==> config.mk <==
export PLATFORM = sky130hd
export DESIGN_NAME = mips_mc_ctrl_flat
export DESIGN_NICKNAME = d
export VERILOG_FILES = /design/src/rtl/mips_mc_pkg.sv /design/src/rtl/mips_mc_if.sv /design/src/rtl/mips_mc_aludec.sv /design/src/rtl/mips_mc_ctrl.sv /design/src/flat_wrapper.sv
export SDC_FILE = /design/constraint.sdc
export NUM_CORES = 1
export LEC_CHECK = 0
export ABC_AREA = 1
export ABC_CLOCK_PERIOD_IN_PS = 2200
export BUFFER_PORTS_ARGS = -buffer_cell sky130_fd_sc_hd__buf_2
export CAP_MARGIN = 20
export CORE_MARGIN = 5
export CORE_UTILIZATION = 50
export CTS_BUF_LIST = sky130_fd_sc_hd__clkbuf_4 sky130_fd_sc_hd__clkbuf_8
export DETAILED_ROUTE_END_ITERATION = 10
export PLACE_DENSITY = 0.88
export RECOVER_POWER = 100
export SLEW_MARGIN = 25
export SYNTH_ARGS = -nofsm -noshare
export SYNTH_HDL_FRONTEND = slang
export SYNTH_SLANG_ARGS = --single-unit
==> constraint.sdc <==
create_clock -name CLK -period 2.2 [get_ports CLK]
set_clock_uncertainty 0.2 [all_clocks]
set_input_delay 0.11 -clock CLK [delete_from_list [all_inputs] [get_ports CLK]]
set_output_delay 0.11 -clock CLK [all_outputs]
set_load 0.05 [all_outputs]
==> src/rtl/mips_mc_pkg.sv <==
// Shared definitions for the multicycle MIPS controller: state encoding,
// opcode constants and the ALUOp codes also used by the ALU.
package mips_mc_pkg;

    typedef enum logic [3:0] {
        S_FETCH  = 4'd0,
        S_DECODE = 4'd1,
        S_MEMADR = 4'd2,
        S_MEMRD  = 4'd3,
        S_MEMWB  = 4'd4,
        S_MEMWR  = 4'd5,
        S_EXEC   = 4'd6,
        S_ALUWB  = 4'd7,
        S_IEXEC  = 4'd8,
        S_IWB    = 4'd9,
        S_BRANCH = 4'd10,
        S_JUMP   = 4'd11
    } state_t;

    localparam logic [5:0] OP_RTYPE = 6'b000000;
    localparam logic [5:0] OP_LW    = 6'b100011;
    localparam logic [5:0] OP_SW    = 6'b101011;
    localparam logic [5:0] OP_BEQ   = 6'b000100;
    localparam logic [5:0] OP_J     = 6'b000010;
    localparam logic [5:0] OP_ADDI  = 6'b001000;
    localparam logic [5:0] OP_ORI   = 6'b001101;

    localparam logic [3:0] ALU_AND = 4'b0000;
    localparam logic [3:0] ALU_OR  = 4'b0001;
    localparam logic [3:0] ALU_ADD = 4'b0010;
    localparam logic [3:0] ALU_SUB = 4'b0110;
    localparam logic [3:0] ALU_SLT = 4'b0111;

    function automatic logic is_legal(input logic [5:0] op);
        case (op)
            OP_RTYPE, OP_LW, OP_SW, OP_BEQ, OP_J, OP_ADDI, OP_ORI: return 1'b1;
            default: return 1'b0;
        endcase
    endfunction

endpackage

==> src/rtl/mips_mc_if.sv <==
// Controller <-> datapath signal bundle. Optional perf counters appear
// only when MIPS_MC_PERF_EN is defined.
interface mips_mc_if;
    logic [5:0] OpCode;
    logic [5:0] Funct;
    logic       MemReady;
    logic       PCWrite;
    logic       PCWriteCond;
    logic       IorD;
    logic       MemRead;
    logic       MemWrite;
    logic       IRWrite;
    logic       RegDst;
    logic       Mem2Reg;
    logic       RegWrite;
    logic       ALUSrcA;
    logic [1:0] ALUSrcB;
    logic [1:0] PCSource;
    logic       ExtOp;
    logic [3:0] ALUOp;
    logic       Illegal;
    logic [3:0] State;
`ifdef MIPS_MC_PERF_EN
    logic [31:0] CycleCount;
    logic [31:0] InstrCount;
`endif

    modport master (
        input  OpCode, Funct, MemReady,
        output PCWrite, PCWriteCond, IorD, MemRead, MemWrite, IRWrite,
               RegDst, Mem2Reg, RegWrite, ALUSrcA, ALUSrcB, PCSource,
               ExtOp, ALUOp, Illegal, State
`ifdef MIPS_MC_PERF_EN
        , output CycleCount, InstrCount
`endif
    );

    modport slave (
        output OpCode, Funct, MemReady,
        input  PCWrite, PCWriteCond, IorD, MemRead, MemWrite, IRWrite,
               RegDst, Mem2Reg, RegWrite, ALUSrcA, ALUSrcB, PCSource,
               ExtOp, ALUOp, Illegal, State
`ifdef MIPS_MC_PERF_EN
        , input CycleCount, InstrCount
`endif
    );
endinterface

==> src/rtl/mips_mc_aludec.sv <==
// R-type function-field decoder: Funct -> ALUOp, unknown codes fall back to ADD.
module mips_mc_aludec
    import mips_mc_pkg::*;
(
    input  logic [5:0] i_funct,
    output logic [3:0] o_aluop
);
    always_comb begin
        case (i_funct)
            6'b100000: o_aluop = ALU_ADD;
            6'b100010: o_aluop = ALU_SUB;
            6'b100100: o_aluop = ALU_AND;
            6'b100101: o_aluop = ALU_OR;
            6'b101010: o_aluop = ALU_SLT;
            default:   o_aluop = ALU_ADD;
        endcase
    end
endmodule

==> src/rtl/mips_mc_ctrl.sv <==
// Multicycle MIPS control FSM; outputs decoded from the registered state.
// Optional cycle/instruction counters under MIPS_MC_PERF_EN.
module mips_mc_ctrl
    import mips_mc_pkg::*;
(
    input  logic      CLK,
    input  logic      RST,
    mips_mc_if.master bus
);
    state_t     r_state;
    state_t     w_next;
    logic       r_run;
    logic [3:0] w_rtype_op;

    mips_mc_aludec u_aludec (
        .i_funct (bus.Funct),
        .o_aluop (w_rtype_op)
    );

    always_comb begin
        w_next = r_state;
        case (r_state)
            S_FETCH:  if (bus.MemReady) w_next = S_DECODE;
            S_DECODE: begin
                case (bus.OpCode)
                    OP_RTYPE:       w_next = S_EXEC;
                    OP_LW, OP_SW:   w_next = S_MEMADR;
                    OP_BEQ:         w_next = S_BRANCH;
                    OP_J:           w_next = S_JUMP;
                    OP_ADDI, OP_ORI: w_next = S_IEXEC;
                    default:        w_next = S_FETCH;
                endcase
            end
            S_MEMADR: w_next = (bus.OpCode == OP_SW) ? S_MEMWR : S_MEMRD;
            S_MEMRD:  if (bus.MemReady) w_next = S_MEMWB;
            S_MEMWR:  if (bus.MemReady) w_next = S_FETCH;
            S_EXEC:   w_next = S_ALUWB;
            S_IEXEC:  w_next = S_IWB;
            default:  w_next = S_FETCH;
        endcase
    end

    // r_run stays low through reset and the release edge, so the first
    // live FETCH cycle starts on the first rising edge after RST falls.
    always_ff @(posedge CLK or posedge RST) begin
        if (RST) begin
            r_state <= S_FETCH;
            r_run   <= 1'b0;
        end else begin
            r_run <= 1'b1;
            if (r_run) r_state <= w_next;
        end
    end

    assign bus.State = r_state;

    always_comb begin
        bus.PCWrite     = 1'b0;
        bus.PCWriteCond = 1'b0;
        bus.IorD        = 1'b0;
        bus.MemRead     = 1'b0;
        bus.MemWrite    = 1'b0;
        bus.IRWrite     = 1'b0;
        bus.RegDst      = 1'b0;
        bus.Mem2Reg     = 1'b0;
        bus.RegWrite    = 1'b0;
        bus.ALUSrcA     = 1'b0;
        bus.ALUSrcB     = '0;
        bus.PCSource    = '0;
        bus.ExtOp       = 1'b0;
        bus.ALUOp       = '0;
        bus.Illegal     = 1'b0;
        if (r_run) begin
            case (r_state)
                S_FETCH: begin
                    bus.MemRead = 1'b1;
                    bus.ALUSrcB = 2'd1;
                    bus.ALUOp   = ALU_ADD;
                    bus.IRWrite = bus.MemReady;
                    bus.PCWrite = bus.MemReady;
                end
                S_DECODE: begin
                    bus.ALUSrcB = 2'd3;
                    bus.ALUOp   = ALU_ADD;
                    bus.ExtOp   = 1'b1;
                    bus.Illegal = ~is_legal(bus.OpCode);
                end
                S_MEMADR: begin
                    bus.ALUSrcA = 1'b1;
                    bus.ALUSrcB = 2'd2;
                    bus.ExtOp   = 1'b1;
                    bus.ALUOp   = ALU_ADD;
                end
                S_MEMRD: begin
                    bus.MemRead = 1'b1;
                    bus.IorD    = 1'b1;
                end
                S_MEMWB: begin
                    bus.RegWrite = 1'b1;
                    bus.Mem2Reg  = 1'b1;
                end
                S_MEMWR: begin
                    bus.MemWrite = 1'b1;
                    bus.IorD     = 1'b1;
                end
                S_EXEC: begin
                    bus.ALUSrcA = 1'b1;
                    bus.ALUOp   = w_rtype_op;
                end
                S_ALUWB: begin
                    bus.RegWrite = 1'b1;
                    bus.RegDst   = 1'b1;
                end
                S_IEXEC: begin
                    bus.ALUSrcA = 1'b1;
                    bus.ALUSrcB = 2'd2;
                    bus.ALUOp   = (bus.OpCode == OP_ORI) ? ALU_OR : ALU_ADD;
                    bus.ExtOp   = (bus.OpCode == OP_ADDI);
                end
                S_IWB: bus.RegWrite = 1'b1;
                S_BRANCH: begin
                    bus.ALUSrcA     = 1'b1;
                    bus.ALUOp       = ALU_SUB;
                    bus.PCWriteCond = 1'b1;
                    bus.PCSource    = 2'd1;
                end
                S_JUMP: begin
                    bus.PCWrite  = 1'b1;
                    bus.PCSource = 2'd2;
                end
                default: ;
            endcase
        end
    end

`ifdef MIPS_MC_PERF_EN
    logic [31:0] r_cycles;
    logic [31:0] r_instrs;

    always_ff @(posedge CLK or posedge RST) begin
        if (RST) begin
            r_cycles <= '0;
            r_instrs <= '0;
        end else if (r_run) begin
            r_cycles <= r_cycles + 32'd1;
            if (r_state == S_FETCH && bus.MemReady) r_instrs <= r_instrs + 32'd1;
        end
    end

    assign bus.CycleCount = r_cycles;
    assign bus.InstrCount = r_instrs;
`endif

endmodule

==> src/flat_wrapper.sv <==
// flat-port wrapper written by rule: the top's interface ports become plain ports
module mips_mc_ctrl_flat import mips_mc_pkg::*;
  (CLK, RST, bus_OpCode, bus_Funct, bus_MemReady, bus_PCWrite, bus_PCWriteCond, bus_IorD, bus_MemRead, bus_MemWrite, bus_IRWrite, bus_RegDst, bus_Mem2Reg, bus_RegWrite, bus_ALUSrcA, bus_ALUSrcB, bus_PCSource, bus_ExtOp, bus_ALUOp, bus_Illegal, bus_State);
  mips_mc_if bus_i ();
  input  logic CLK;
  input  logic RST;
  input wire logic [$bits(bus_i.OpCode)-1:0] bus_OpCode;
  input wire logic [$bits(bus_i.Funct)-1:0] bus_Funct;
  input wire logic [$bits(bus_i.MemReady)-1:0] bus_MemReady;
  output wire logic [$bits(bus_i.PCWrite)-1:0] bus_PCWrite;
  output wire logic [$bits(bus_i.PCWriteCond)-1:0] bus_PCWriteCond;
  output wire logic [$bits(bus_i.IorD)-1:0] bus_IorD;
  output wire logic [$bits(bus_i.MemRead)-1:0] bus_MemRead;
  output wire logic [$bits(bus_i.MemWrite)-1:0] bus_MemWrite;
  output wire logic [$bits(bus_i.IRWrite)-1:0] bus_IRWrite;
  output wire logic [$bits(bus_i.RegDst)-1:0] bus_RegDst;
  output wire logic [$bits(bus_i.Mem2Reg)-1:0] bus_Mem2Reg;
  output wire logic [$bits(bus_i.RegWrite)-1:0] bus_RegWrite;
  output wire logic [$bits(bus_i.ALUSrcA)-1:0] bus_ALUSrcA;
  output wire logic [$bits(bus_i.ALUSrcB)-1:0] bus_ALUSrcB;
  output wire logic [$bits(bus_i.PCSource)-1:0] bus_PCSource;
  output wire logic [$bits(bus_i.ExtOp)-1:0] bus_ExtOp;
  output wire logic [$bits(bus_i.ALUOp)-1:0] bus_ALUOp;
  output wire logic [$bits(bus_i.Illegal)-1:0] bus_Illegal;
  output wire logic [$bits(bus_i.State)-1:0] bus_State;
  assign bus_i.OpCode = bus_OpCode;
  assign bus_i.Funct = bus_Funct;
  assign bus_i.MemReady = bus_MemReady;
  assign bus_PCWrite = bus_i.PCWrite;
  assign bus_PCWriteCond = bus_i.PCWriteCond;
  assign bus_IorD = bus_i.IorD;
  assign bus_MemRead = bus_i.MemRead;
  assign bus_MemWrite = bus_i.MemWrite;
  assign bus_IRWrite = bus_i.IRWrite;
  assign bus_RegDst = bus_i.RegDst;
  assign bus_Mem2Reg = bus_i.Mem2Reg;
  assign bus_RegWrite = bus_i.RegWrite;
  assign bus_ALUSrcA = bus_i.ALUSrcA;
  assign bus_ALUSrcB = bus_i.ALUSrcB;
  assign bus_PCSource = bus_i.PCSource;
  assign bus_ExtOp = bus_i.ExtOp;
  assign bus_ALUOp = bus_i.ALUOp;
  assign bus_Illegal = bus_i.Illegal;
  assign bus_State = bus_i.State;
  mips_mc_ctrl u_core (.CLK(CLK), .RST(RST), .bus(bus_i));
endmodule
After elaboration in Yosys (flattened, before gate mapping)

Cells that the tools add are included.

Equality and inequality tests: 24
Multiplexer cells: 41
Bitwise gates (word level): 1
Reduce and logical (&&, ||, !) cells: 13

Operators with widths:

| operator                                      | number |
|---|---|
| == test 6 bit, second input constant          | 6 |
| one-hot mux 4 bit (7 select lines)            | 1 |
| 2-to-1 mux 1 bit                              | 25 |
| one-hot mux 4 bit (5 select lines)            | 1 |
| == test 4 x 3 -> 1 bit, second input constant | 4 |
| == test 4 bit, second input constant          | 4 |
| 2-to-1 mux 4 bit                              | 4 |
| one-hot mux 4 bit (4 select lines)            | 1 |
| == test 6 x 4 -> 1 bit, second input constant | 2 |
| one-hot mux 3 bit (4 select lines)            | 1 |
| OR reduction 2 bit                            | 6 |
| == test 4 x 2 -> 1 bit, second input constant | 2 |
| OR reduction 7 bit                            | 1 |
| == test 6 x 2 -> 1 bit, second input constant | 1 |
| == test 6 x 3 -> 1 bit, second input constant | 1 |
| zero test 6 bit                               | 1 |
| 2-to-1 mux 2 bit                              | 3 |
| inequality test 2 bit, second input constant  | 3 |
| one-hot mux 2 bit (3 select lines)            | 1 |
| OR reduction 3 bit                            | 2 |
| == test 4 x 1 -> 1 bit, second input constant | 1 |
| zero test 4 bit                               | 1 |
| one-hot mux 1 bit (2 select lines)            | 2 |
| one-hot mux 2 bit (2 select lines)            | 1 |
| other kinds (4)                               | 4 |

Register bits: 5
Bits of input ports: 15
Output and inout port bits: 24
Word-level logic and storage cells: 81

Logic depth before layout (Yosys ltp)

Depth after elaboration: 8
Mapped depth: 10
Depth with buffers taken out: 10

By module

A second synthesis with hierarchy kept.

Cell total of the unflattened synthesis: 144
Area, all modules: 768.2 um^2

Modules (own cells, without submodules):

| module         | times used | cells an instance | area each (um^2) | sequential area each (um^2) |
|---|---|---|---|---|
| mips_mc_ctrl   | 1          | 126               | 680.7            | 125.1 |
| mips_mc_aludec | 1          | 18                | 87.6             | 0.0 |

Worst setup path after synthesis

No wires, ideal clock.

Path type: register to output
Start: reg u_core.r_state[2], in the netlist u_core.bus.State[2]
End: out bus_RegWrite
Arrival time: 2.326 ns
Required time: 1.890 ns
Path slack: -0.436 ns
Stages on the path, launching flop included: 7
Path through: dfrtp_1 -> inv_2 -> nor3_1 -> inv_1 -> nor2_1 -> nor2_1 -> o21ai_1

Longest elaborated chain between the ends: 4
Elaborated cells between the ends (all ways): 6
Those cells by class: 3 x eq/ne; 2 x mux; 1 x reduce/logical

RTL lines:

| what                                                           | RTL line           | text |
|---|---|---|
| start: declaration                                             | mips_mc_ctrl.sv:10 | `state_t r_state;` |
| start signal: assignment                                       | mips_mc_ctrl.sv:51 | `if (r_run) r_state <= w_next;` |
| == test 4 x 3 -> 1 bit / == test 4 bit (equally long branches) | mips_mc_ctrl.sv:74 | `case (r_state)` |
| OR reduction 3 bit (no source line) (*)                        | -                  |  |
| 2-to-1 mux 1 bit (*)                                           | mips_mc_ctrl.sv:74 |  |
| 2-to-1 mux 1 bit (*)                                           | mips_mc_ctrl.sv:73 | `if (r_run) begin` |
| end: declaration                                               | flat_wrapper.sv:18 | `output wire logic [$bits(bus_i.RegWrite)-1:0] bus_RegWrite;` |

Every way passes the cells marked *; elsewhere a longest branch is shown, timed or not.

Worst setup path in the final report

Start: reg u_core.r_state[1], in the netlist u_core.bus.State[1]
End: out bus_ExtOp

Longest elaborated chain between the ends: 4
Elaborated cells between the ends (all ways): 6
Those cells by class: 3 x eq/ne; 2 x mux; 1 x reduce/logical

RTL lines:

| what                                                                    | RTL line           | text |
|---|---|---|
| == test 4 x 2 -> 1 bit / == test 4 x 1 -> 1 bit (equally long branches) | -                  |  |
| OR reduction 2 bit (no source line)                                     | -                  |  |
| one-hot mux 1 bit (2 select lines) (*)                                  | mips_mc_ctrl.sv:74 |  |
| 2-to-1 mux 1 bit (*)                                                    | mips_mc_ctrl.sv:73 |  |
| end: declaration                                                        | flat_wrapper.sv:22 | `output wire logic [$bits(bus_i.ExtOp)-1:0] bus_ExtOp;` |

Marks and branches as above.

==> reports/metrics.csv <==
stage;metric;value;unit
route;drt_drc_violations_left;0;
job;max-cap-violations;0;
floorplan;placementRows;13;
sta;timing.final.crit_period;2.07;ns
placed_design;placedCellCount;185;
sta;final-setup-viol-count;0;
critical_path;worst-setup-path-type;flip-flop to output pin;
critical_path;cp-end-kind;output pin;
clocking;tritoncts;done;
synth;syn-instance-count;135;
sta;finalCritPeriodShare;0.942;
route;route.antenna.remaining_nets;0;
clocking;cts-buffers-inserted;3;
cells_and_area;area_growth_syn_to_layout;32.7;%
synth;ys_seq_area_frac;0.169;
synth;synth-warning-count;0;
synth;synth_compound_area_frac;0.144;
critical_path;timing.reg2reg.worst_path_depth;9;
sta;grt_setup_unrepaired;false;
clocking;clk_path_buf_depth;2;
hold_path;min_path_type;input pin to asynchronous set/reset pin;
floorplan;die_height;48.5;um
global_routing;grt_start_max_net_pins;11;
global_routing;grt_overflow_total;0;
power;comb_power_share;0.748;
power;clock_power_share;0.094;
route;detail_route.vias_per_cell;5.34;
synth;number_of_flip_flops_and_latches_in_the_synthesized_netlist;5;
synth;synthMuxAreaShare;0;
placed_design;placed_cell_area;963;um2
critical_path;critPathMaxFanout;8;
route;firstDrtPassIters;4;
synth;yosys.area_share.simple;0.533;
clocking;clkTransAtPathRegs;0.05;ns
clocking;cts_htree_levels;1;
cells_and_area;antenna-diode-count;0;
synth;synth.area.top_cells;sky130_fd_sc_hd__dfrtp_1, sky130_fd_sc_hd__nand2_1, sky130_fd_sc_hd__nor2_1, sky130_fd_sc_hd__inv_1, sky130_fd_sc_hd__nand3_1;
power;irDropWorstVdd;0.000632;V
sta;post_route_setup_slack;0.128;ns
floorplan;start_util;0.548;
synth;yosysTopAreaCell;sky130_fd_sc_hd__dfrtp_1;
route;wire_per_inst;11.6;um
critical_path;cp_data_required_time;1.89;ns
critical_path;crit_start;u_core.bus.State[1]$_DFFE_PP0P_;
synth;synth-edff-count;0;
route;total_length_of_routed_wires;2.21;mm
synth;fraction_of_synthesized_cell_area_in_xor_and_xnor_cells;0;
clocking;postCtsSetupRepairBufs;0;
cells_and_area;post-route-cell-area;981;um2
critical_path;critical_path.reg2reg.startpoint;u_core.bus.State[3]$_DFFE_PP0P_;
critical_path;cp_data_arrival_time;1.76;ns
cells_and_area;layout.nets;191;
global_routing;grt_pass1_wl;3.85;mm
placed_design;hpwlAfterDp;1.83;mm
floorplan;die_x;48.5;um
power;seq_power_share;0.158;
synth;netlist.area_leader.share;0.169;
synth;synthDistinctLibCells;24;
sta;timing_hold_violations_final;0;
critical_path;startpoint_type;flip-flop;
sta;max_clock_freq;0.483;GHz
synth;post_synth_fa_ha_maj_area_fraction;0;
synth;ys_dominant_reg_cell;sky130_fd_sc_hd__dfrtp_1;
status;status;finished clean;
floorplan;floorplan.io_pins;39;
sta;setup-tns-final;0;ns
placed_design;numPortBuffers;37;
power;cellPowerDensity;1180;mW/mm2
clocking;clock-sinks;5;
sta;tightest_slew;0.601;ns
power;total_leakage_power;0.545;nW
power;power_switching_share;0.672;
global_routing;grt_pass1_vias;938;
placed_design;globalplace.congestion;0.928;
synth;synth.cell_area;739;um2
route;vias;1015;
synth;synthArstFlopShare;1.00;
sta;finalMaxSlewViolations;0;
placed_design;dp_slack;0.433;ns
clocking;cts.root.buffer_cell;sky130_fd_sc_hd__clkbuf_4;
sta;worst_slew_margin_rel;0.601;
cells_and_area;final_layout_size_suffix_gt1_frac;0.337;
floorplan;die_area;0.00235;mm2
synth;synthesis.nets;150;
cells_and_area;stdcell_count;190;
sta;hold_ws;0.115;ns
global_routing;grtUsageTotal;0.194;
floorplan;coreArea;0.00135;mm2
global_routing;antenna_found_initial;0;
power;netSwitchingPower;778;uW
clocking;insertion_delay;0.25;ns
route;dr.first_iter.drc_count;34;
synth;synthesis.area_per_instance;5.48;um2
power;cell_internal_pwr;379;uW
synth;main_combinational_cell_family_by_area_after_synthesis;simple AND/OR/NAND/NOR gates;
-- metrics by stage --
stage / power (mW) / utilization
after floorplan: 0.883 / -
after global placement: 1.06 / 0.714
after detailed placement: 1.07 / 0.714
after CTS: 1.18 / 0.741
after global routing: 1.24 / 0.727
final: 1.16 / 0.727
-- kinds of logic (layout without fill, tap and decap cells) --
group	count (synthesis)	after routing
AND/OR/NAND/NOR	85	85
AO/OA/AOI/OAI	17	17
buffers and inverters	26	66
flip-flops	5	5
other	2	2
-- flip-flops by register name, summed over array words and instances (netlist names) --
register	count
u_core.bus.State	4
u_core.r_run	1
-- power by group through the flow --
stage | Combinational (mW) | Clock [mW] | Sequential (mW)
after global routing | 0.931 | 0.120 | 0.188
after detailed placement | 0.885 | 0 | 0.181
final | 0.866 | 0.109 | 0.182
after CTS | 0.889 | 0.113 | 0.179
after floorplan | 0.620 | 0 | 0.263
after global placement | 0.884 | 0 | 0.178
-- final cells by class --
type / count / area, um2
inverter: 24 / 91.3
fill: 131 / 369
timing repair buffer: 38 / 186
sequential: 5 / 126
multi-input combinational: 104 / 531
tap: 15 / 18.8
clock inverter: 1 / 5.00
clock buffer: 3 / 22.5
-- layer usage --
metal | wire [um] | GRT usage | part of all wire | vias to the layer above
met3 | 267 | 0.0734 | 0.12 | 2
met5 | 0 | 0 | 0 | -
met2 | 993 | 0.309 | 0.45 | 64
li1 | - | - | - | 501
met1 | 931 | 0.244 | 0.42 | 448
met4 | 13 | 0.0538 | 0.0059 | 0
-- path summary, 6_finish.rpt --
| kind | slack, ns | endpoint |
|---|---|---|
| worst min register to register | 0.40 | u_core.bus.State[2]$_DFFE_PP0P_ |
| min in group CLK | 0.13 | u_core.bus.State[1]$_DFFE_PP0P_ |
| worst max register to register | 0.31 | u_core.bus.State[3]$_DFFE_PP0P_ |
| worst max-delay path | 0.13 | bus_ExtOp |
| worst min-delay path | 0.11 | u_core.bus.State[0]$_DFFE_PP0P_ |
| max in group asynchronous | 1.50 | u_core.r_run$_DFF_PP0_ |
-- cells in the mapped netlist, drive strengths merged (2+ instances only) --
master and count:
a21oi 9, buf 2, conb 2, dfrtp 5
inv 23, nand2 38, nand3 9, nand4 6
nor2 27, nor3 5, o21ai 6
-- cells in the final DEF, fill, tap and decap left out, types with 2 or more instances in the layout --
cell / n
sky130_fd_sc_hd__a21oi_1: 3
sky130_fd_sc_hd__a21oi_2: 6
sky130_fd_sc_hd__buf_2: 16
sky130_fd_sc_hd__clkbuf_1: 9
sky130_fd_sc_hd__clkbuf_2: 11
sky130_fd_sc_hd__clkbuf_4: 4
sky130_fd_sc_hd__clkinv_2: 2
sky130_fd_sc_hd__conb_1: 2
sky130_fd_sc_hd__dfrtp_1: 4
sky130_fd_sc_hd__inv_1: 18
sky130_fd_sc_hd__inv_2: 5
sky130_fd_sc_hd__nand2_1: 34
sky130_fd_sc_hd__nand2_2: 3
sky130_fd_sc_hd__nand3_1: 9
sky130_fd_sc_hd__nand4_1: 6
sky130_fd_sc_hd__nor2_1: 21
sky130_fd_sc_hd__nor2_2: 6
sky130_fd_sc_hd__nor3_1: 3
sky130_fd_sc_hd__o21ai_0: 2
sky130_fd_sc_hd__o21ai_1: 2
-- critical path, cell delays in order, from the launching register on --
cell,delay (ns)
sky130_fd_sc_hd__dfrtp_1,0.49
sky130_fd_sc_hd__inv_1,0.12
sky130_fd_sc_hd__nand2_1,0.08
sky130_fd_sc_hd__nor2_2,0.25
sky130_fd_sc_hd__nor2_1,0.13
sky130_fd_sc_hd__a21oi_2,0.17
sky130_fd_sc_hd__buf_2,0.28
-- repair_timing --
item                                    4_1_cts  5_1_grt
hold endpoints to repair                      5        0
hold buffers                                  1        0
endpoints found under the setup margin        0        2
resized for setup                             0        2
(Power assumes the default switching activity.)
